<file path="src/rtl/as2650_bus_responder.sv">
`default_nettype none
// +-------------------------------------------------------------------------+
// | as2650_bus_responder: AS2650 bus slave with memory window, I/O ports    |
// | and programmable wait states.                        Revision: 1.0      |
// +-------------------------------------------------------------------------+
module as2650_bus_responder #(
  parameter int          MEM_AW      = 8,
  parameter logic [12:0] MEM_BASE    = 13'h0000,
  parameter logic [7:0]  IO_BASE     = 8'h00,
  parameter int          WAIT_STATES = 1
) (
  input  logic        clk,
  input  logic        reset,
  input  logic        opreq,
  input  logic [12:0] adr,
  input  logic        m_io,
  input  logic        d_c,
  input  logic        rw,
  input  logic        wrp,
  input  logic [7:0]  dbus_in,
  output logic [7:0]  dbus_out,
  output logic        dbus_oe,
  output logic        opack,
  output logic        sense,
  input  logic [7:0]  gpio_in,
  output logic [7:0]  gpio_out
);

  localparam logic [3:0] WS = 4'(WAIT_STATES);

  typedef enum logic [1:0] {
    S_IDLE = 2'd0,
    S_WAIT = 2'd1,
    S_ACK  = 2'd2,
    S_HOLD = 2'd3
  } state_t;

  state_t      state;
  state_t      state_nxt;
  logic        enter_ack;
  logic [3:0]  cnt;
  logic        rd_flag;
  logic [7:0]  ctrl;
  logic [7:0]  sync1;
  logic [7:0]  sync2;
  logic [7:0]  rdata;
  logic [1:0]  io_off;
  logic        sel_mem;
  logic        sel_io;
  logic        sel_any;
  logic [7:0]  mem [2**MEM_AW];

  // Write strobe is accepted for bus compatibility; commits key off rw.
  logic unused_wrp;
  assign unused_wrp = wrp;

  assign sel_mem = opreq & m_io & (adr[12:MEM_AW] == MEM_BASE[12:MEM_AW]);
  assign sel_io  = opreq & ~m_io & (d_c ? (adr[7:2] == IO_BASE[7:2]) : 1'b1);
  assign sel_any = sel_mem | sel_io;
  // Control cycles have no address of their own and always land on the control register.
  assign io_off  = d_c ? adr[1:0] : 2'd2;

  always_comb begin
    rdata = 8'h00;
    if (m_io) begin
      rdata = mem[adr[MEM_AW-1:0]];
    end else begin
      case (io_off)
        2'd0:    rdata = gpio_out;
        2'd1:    rdata = sync2;
        2'd2:    rdata = ctrl;
        default: rdata = {4'h0, WS};
      endcase
    end
  end

  always_comb begin
    state_nxt = state;
    enter_ack = 1'b0;
    case (state)
      S_IDLE: begin
        if (sel_any) begin
          if (WS != 4'd0) begin
            state_nxt = S_WAIT;
          end else begin
            state_nxt = S_ACK;
            enter_ack = 1'b1;
          end
        end
      end
      S_WAIT: begin
        if (!opreq) begin
          state_nxt = S_IDLE;
        end else if (cnt <= 4'd1) begin
          state_nxt = S_ACK;
          enter_ack = 1'b1;
        end
      end
      S_ACK:   state_nxt = S_HOLD;
      default: if (!opreq) state_nxt = S_IDLE;
    endcase
  end

  always_ff @(posedge clk or posedge reset) begin
    if (reset) begin
      state    <= S_IDLE;
      cnt      <= 4'd0;
      rd_flag  <= 1'b0;
      dbus_out <= 8'h00;
      gpio_out <= 8'h00;
      ctrl     <= 8'h00;
      sync1    <= 8'h00;
      sync2    <= 8'h00;
    end else begin
      state <= state_nxt;
      sync1 <= gpio_in;
      sync2 <= sync1;
      if (state == S_IDLE && sel_any) begin
        cnt <= WS;
      end else if (state == S_WAIT) begin
        cnt <= cnt - 4'd1;
      end
      if (enter_ack) begin
        rd_flag <= ~rw;
        if (!rw) begin
          dbus_out <= rdata;
        end else if (!m_io) begin
          case (io_off)
            2'd0:    gpio_out <= dbus_in;
            2'd2:    ctrl     <= dbus_in;
            default: ;
          endcase
        end
      end
    end
  end

  // Array has no reset; gate with reset so an aborted cycle never commits.
  always_ff @(posedge clk) begin
    if (enter_ack && rw && m_io && !reset) begin
      mem[adr[MEM_AW-1:0]] <= dbus_in;
    end
  end

  assign opack   = (state == S_ACK);
  assign dbus_oe = rd_flag & ((state == S_ACK) | (state == S_HOLD));
  assign sense   = ctrl[0];

endmodule
`default_nettype wire

</file>
<file path="config.mk">
export PLATFORM = sky130hd
export DESIGN_NAME = as2650_bus_responder
export DESIGN_NICKNAME = d
export VERILOG_FILES = /design/src/rtl/as2650_bus_responder.sv
export SDC_FILE = /design/constraint.sdc
export NUM_CORES = 2
export LEC_CHECK = 0
export CORE_MARGIN = 3
export CORE_UTILIZATION = 45
export DETAILED_ROUTE_END_ITERATION = 12
export GPL_TIMING_DRIVEN = 0
export SYNTH_ARGS = -nofsm -noshare
export SYNTH_HDL_FRONTEND = slang
export SYNTH_SLANG_ARGS = --single-unit
</file>
<file path="constraint.sdc">
create_clock -name clk -period 3.9 [get_ports clk]
set_clock_uncertainty 0.15 [all_clocks]
set_input_delay 0.975 -clock clk [delete_from_list [all_inputs] [get_ports clk]]
set_output_delay 0.975 -clock clk [all_outputs]
set_load 0.05 [all_outputs]
</file>
## Word level (Yosys, flattened, before mapping)

Memories as Yosys holds them, arrays and structs flattened.
Cells that the tools add are included.

- Output and inout bits: 19
- Flip-flop bits (word level): 47
- Memories: 1
- Logic and storage cells: 58
- Bits in writable memories: 2048

Memory list:

| name | words | bits a word | rd ports | clocked after Yosys merged registers in | write ports | line | source |
|---|---|---|---|---|---|---|---|
| mem | 256 | 8 | 1 | 0 | 1 | 51 | `logic [7:0] mem [2**MEM_AW];` |

- Reductions and logical operators: 14
- Equal/unequal tests: 8
- Bitwise logic cells: 9
- Order comparisons: 1
- $add $sub $neg: 1
- Muxes and demuxes: 16

Operator list:

| cell | number |
|---|---|
| case mux 8 bit (3 select lines) | 1 |
| two-way mux 2 bit | 5 |
| two-way mux 4 bit | 2 |
| two-way mux 8 bit | 1 |
| AND reduction 4 bit | 2 |
| equality test 2 bit (second input constant) | 3 |
| zero test 6 bit | 1 |
| two-way mux 1 bit | 6 |
| case mux 2 bit (3 select lines) | 1 |
| bitwise AND 1 bit | 5 |
| zero test 5 bit | 1 |
| equality test 2 x 1 -> 1 bit (second input constant) | 2 |
| <= comparator 4 x 1 -> 1 bit (second input constant) | 1 |
| logical AND 1 bit | 4 |
| zero test 2 bit | 2 |
| inequality test 4 x 1 -> 1 bit (second input constant) | 1 |
| subtractor 4 x 1 -> 4 bit (second input constant) | 1 |
| inequality test 3 bit (second input constant) | 1 |
| AND reduction 3 bit | 1 |
| inequality test 2 bit (second input constant) | 1 |
| inverter 1 bit | 2 |
| bitwise OR 1 bit | 2 |
| AND reduction 2 bit | 1 |
| nonzero test 2 bit | 1 |
| zero test 1 bit | 1 |

## Longest topological paths before layout

- Depth in word-level cells: 9
- Mapped depth: 10
- Mapped depth without buffers: 8

## Worst setup path before layout

OpenSTA, ideal clock, no wires.

- Path kind: input to register
- From: input port reset
- To: memory mem[88][0], enable pin
- Arrival: 3.508 ns
- Slack: -0.128 ns
- Data required time: 3.380 ns
- Buffers on the path: 1
- Stages: 6
- Cell sequence: inv_1 > nand4_1 > nor3b_1 > nand2_1 > clkbuf_1 > nor2_1

- Cells in the longest elaborated chain, start to end: 4

Ends and longest elaborated chain:

| element | line | source |
|---|---|---|
| start: declaration | 13 | `input logic reset,` |
| zero test 1 bit | 140 | `if (enter_ack && rw && m_io && !reset) begin` |
| logical AND 1 bit | 140 |  |
| two-way mux 1 bit | 140 |  |
| two-way mux 1 bit (implied by the code) | 141 | `mem[adr[MEM_AW-1:0]] <= dbus_in;` |
| end: declaration | 51 |  |

No other way between the ends.

## Final worst setup path

- From: input port adr[5]
- To: memory mem[44][1], enable pin

RTL lines:

| element | line | source |
|---|---|---|
| start: declaration | 15 | `input logic [12:0] adr,` |

No word-level cell before the write port.

==> results.ini <==
[setup_path]
cp.arrival_ns=4.39
worstPathMaxFanout=10
crit_required_ns=4.24
worstSetupEndpointType=flop
r2r_slack_ns=-0.12
r2r_start=cnt[2]
regToRegEndpoint=mem[7][2]
crit_path_start=adr[5]
endpoint=mem[44][1]
worstSetupStartpointType=primary input
crit_type=in2reg
reg2reg_depth=8

[grt]
overflow=0
grt.total_usage=0.2576
antenna_found_initial=7
grt_max_degree=173
grt_pass1_vias=40840
grt_pass1_wl_um=327300

[yosys]
yosys-top-cells-area=edfxtp_1 (77%), mux4_2 (15%), a22oi_1 (2.1%)
avgSynthCellArea_um2=21.95
netlist_instances=3658
yosysSeqAreaShare=0.7804
synth_nets=3696
synth-seq-cells=2095
synth.distinct_cells=47
synth_top_area_share=0.7658
syn_area_um2=80310
synth_area_leader_cell=edfxtp_1
synth-async-reset-ratio=0.02243
yosysWarningCount=0
synthFlopType=edfxtp_1
synth_edf_count=2048

[route]
wl_per_cell_um=36.45
ant_nets=0
routed_wl_um=237600
dr.pass1.iters=7
vias_per_cell=6.319
drc_errors=0
via_count=41200
initialDrtViolationCount=6359

[floorplanning]
design.core.area_um2=176700
die_area_um2=183600
rows=154
io_pins=55
die_w_um=428.5
initial_core_util=0.4545
die-height_um=428.5

[placement]
gp_congestion=0.9572
postPlaceCellArea_um2=84160
portBuffers=48
dp_hpwl_um=155800

[flow_run]
cap_violations=0

[power_and_ir_drop]
powerDensity_nw_per_um2=505.7
worst_ir_drop_vdd_mv=0.4128
power_leakage_nw=28.28

[sta]
rsz0062_at_grt=true
setup_viol=611
slew_viol_final=0
fin_ws_ns=-0.1494
fin_crit_ns=4.049
tightest_slew_ns=1.156
hold_viol=0
clock.fmax_mhz=247.0
period_share=1.038
maxSlewHeadroom=0.2297

[clocking]
clk_latency_ns=0.85
clk_pin_slew_worst_paths_ns=0.06
cts_htree_levels=4
cts-root-buf=clkbuf_16
cts_tree=built
cts_buffer_depth=3
cts_sinks=2095
hold_buffers=0
numCtsBuffers=203

[layout]
area_delta_synth_final_pct=15.52
final_core_util=0.5250
stdcell_area_um2=92770
final_layout_size_suffix_gt1_frac=0.3128
fin_nets=4048

[status]
status=finished with violations
violations=setup timing

[hold_path]
holdCritPathClass=reg2reg

[worst max-delay path: stages]
cell and delay (ns):
clkdlybuf4s50_1 0.78, clkbuf_4 0.41, nand2b_1 0.13, clkbuf_2 0.33, nor2_2 0.37, nand2_1 0.30, clkbuf_1 0.48, nor2_2 0.58
[synthesized netlist by cell type, types with 6 or more instances]
master	count
o21ai_0	13
mux2_2	16
o41ai_1	21
o22a_1	7
a41oi_1	7
nor2_1	275
a21oi_1	120
nand3_1	8
clkbuf_1	135
mux2i_1	13
o41ai_2	7
inv_1	6
buf_2	37
dfrtp_1	47
mux4_2	527
nand2b_1	6
edfxtp_1	2048
nor2b_1	7
a22oi_1	225
nand2_1	36
buf_1	25
buf_6	15
buf_4	17
[flip-flops by register name, indices dropped and copies added (netlist names)]
name / flops
mem: 2048
ctrl: 8
dbus_out: 8
gpio_out: 8
sync1: 8
sync2: 8
cnt: 4
state: 2
rd_flag: 1
[worst min-delay path by stage]
stage | start | end | slack, ns | depth (start not counted)
CTS | sync1[3] | sync2[3] | 0.20 | 0
finish | sync1[3] | sync2[3] | 0.20 | 0
detailed placement | sync1[3] | sync2[3] | 0.19 | 0
global route | sync1[1] | sync2[1] | 0.21 | 0
floorplan | sync1[0] | sync2[0] | 0.18 | 0
global placement | sync1[3] | sync2[3] | 0.19 | 0
[timing repair]
item,CTS,global route
resized for setup,408,127
setup buffers,84,0
pin swaps,59,0
endpoints found under the setup margin,2056,985
cloned,1,0
[cell families after synthesis]
| group | Yosys count | share of synthesized area |
|---|---|---|
| buffers and inverters | 236 | 0.01380 |
| flip-flops | 2095 | 0.7804 |
| adder cells (fa/ha/maj) | 2 | 0.0003115 |
| multiplexers | 556 | 0.1517 |
| AO/OA/AOI/OAI | 410 | 0.03551 |
| XOR/XNOR | 2 | 0.0002182 |
| AND/OR/NAND/NOR | 357 | 0.01809 |
[through the flow]
stage / TNS (ns) / hold slack, ns / cells / power (mW) / setup slack, ns
final: -37.05 / 0.1964 / 6519 / 46.91 / -0.1494
after detailed placement: -5077.48 / 0.1856 / 6061 / 28.32 / -3.528
after global placement: - / 0.1851 / 6046 / 28.52 / -6.460
after floorplan: 0 / 0.1812 / 3658 / 26.82 / 0.4293
after CTS: -16.88 / 0.1967 / 6515 / 47.04 / -0.1602
after global routing: -16.43 / 0.2095 / 6515 / 48.07 / -0.2094
[power breakdown]
group	leakage (nW)	internal (mW)	total, mW	switching, mW
sequential	19.0	24.8	24.9	0.0715
combinational	6.22	0.977	3.07	2.09
clock	3.07	10.4	19.0	8.61
[layout make-up]
type / instances / area (um^2)
sequential: 2095 / 62680
clock inverter: 110 / 932.1
timing repair inverter: 1 / 5.005
inverter: 7 / 30.03
antenna: 4 / 10.01
buffer: 228 / 1376
tap: 2340 / 2928
fill: 13550 / 83920
clock buffer: 260 / 5366
timing repair buffer: 147 / 1519
multi-input combinational: 1327 / 17930
[per-layer routing]
| layer | GRT usage | routed length (um) |
|---|---|---|
| met2 | 0.3959 | 111000 |
| met1 | 0.3531 | 90750 |
| met3 | 0.07063 | 25670 |
| met4 | 0.1010 | 10190 |
| met5 | 0 | 0 |
[cell usage in the layout (no fill, tap or decap), types with 13 or more instances in the layout]
master           instances
a21oi_1                108
a22oi_1                219
buf_2                   45
buf_4                  111
buf_6                   15
clkbuf_1               109
clkbuf_16              205
clkbuf_2                44
clkbuf_4                19
clkdlybuf4s50_1         40
clkinv_1                49
clkinv_2                36
dfrtp_1                 47
edfxtp_1              2048
mux2_2                  16
mux2i_1                 13
mux4_2                 527
nand2_1                 20
nand2_2                 13
nor2_1                 111
nor2_2                  30
nor2_4                 134
o21ai_0                 13
o41ai_1                 21
(Power assumes the default switching activity.)
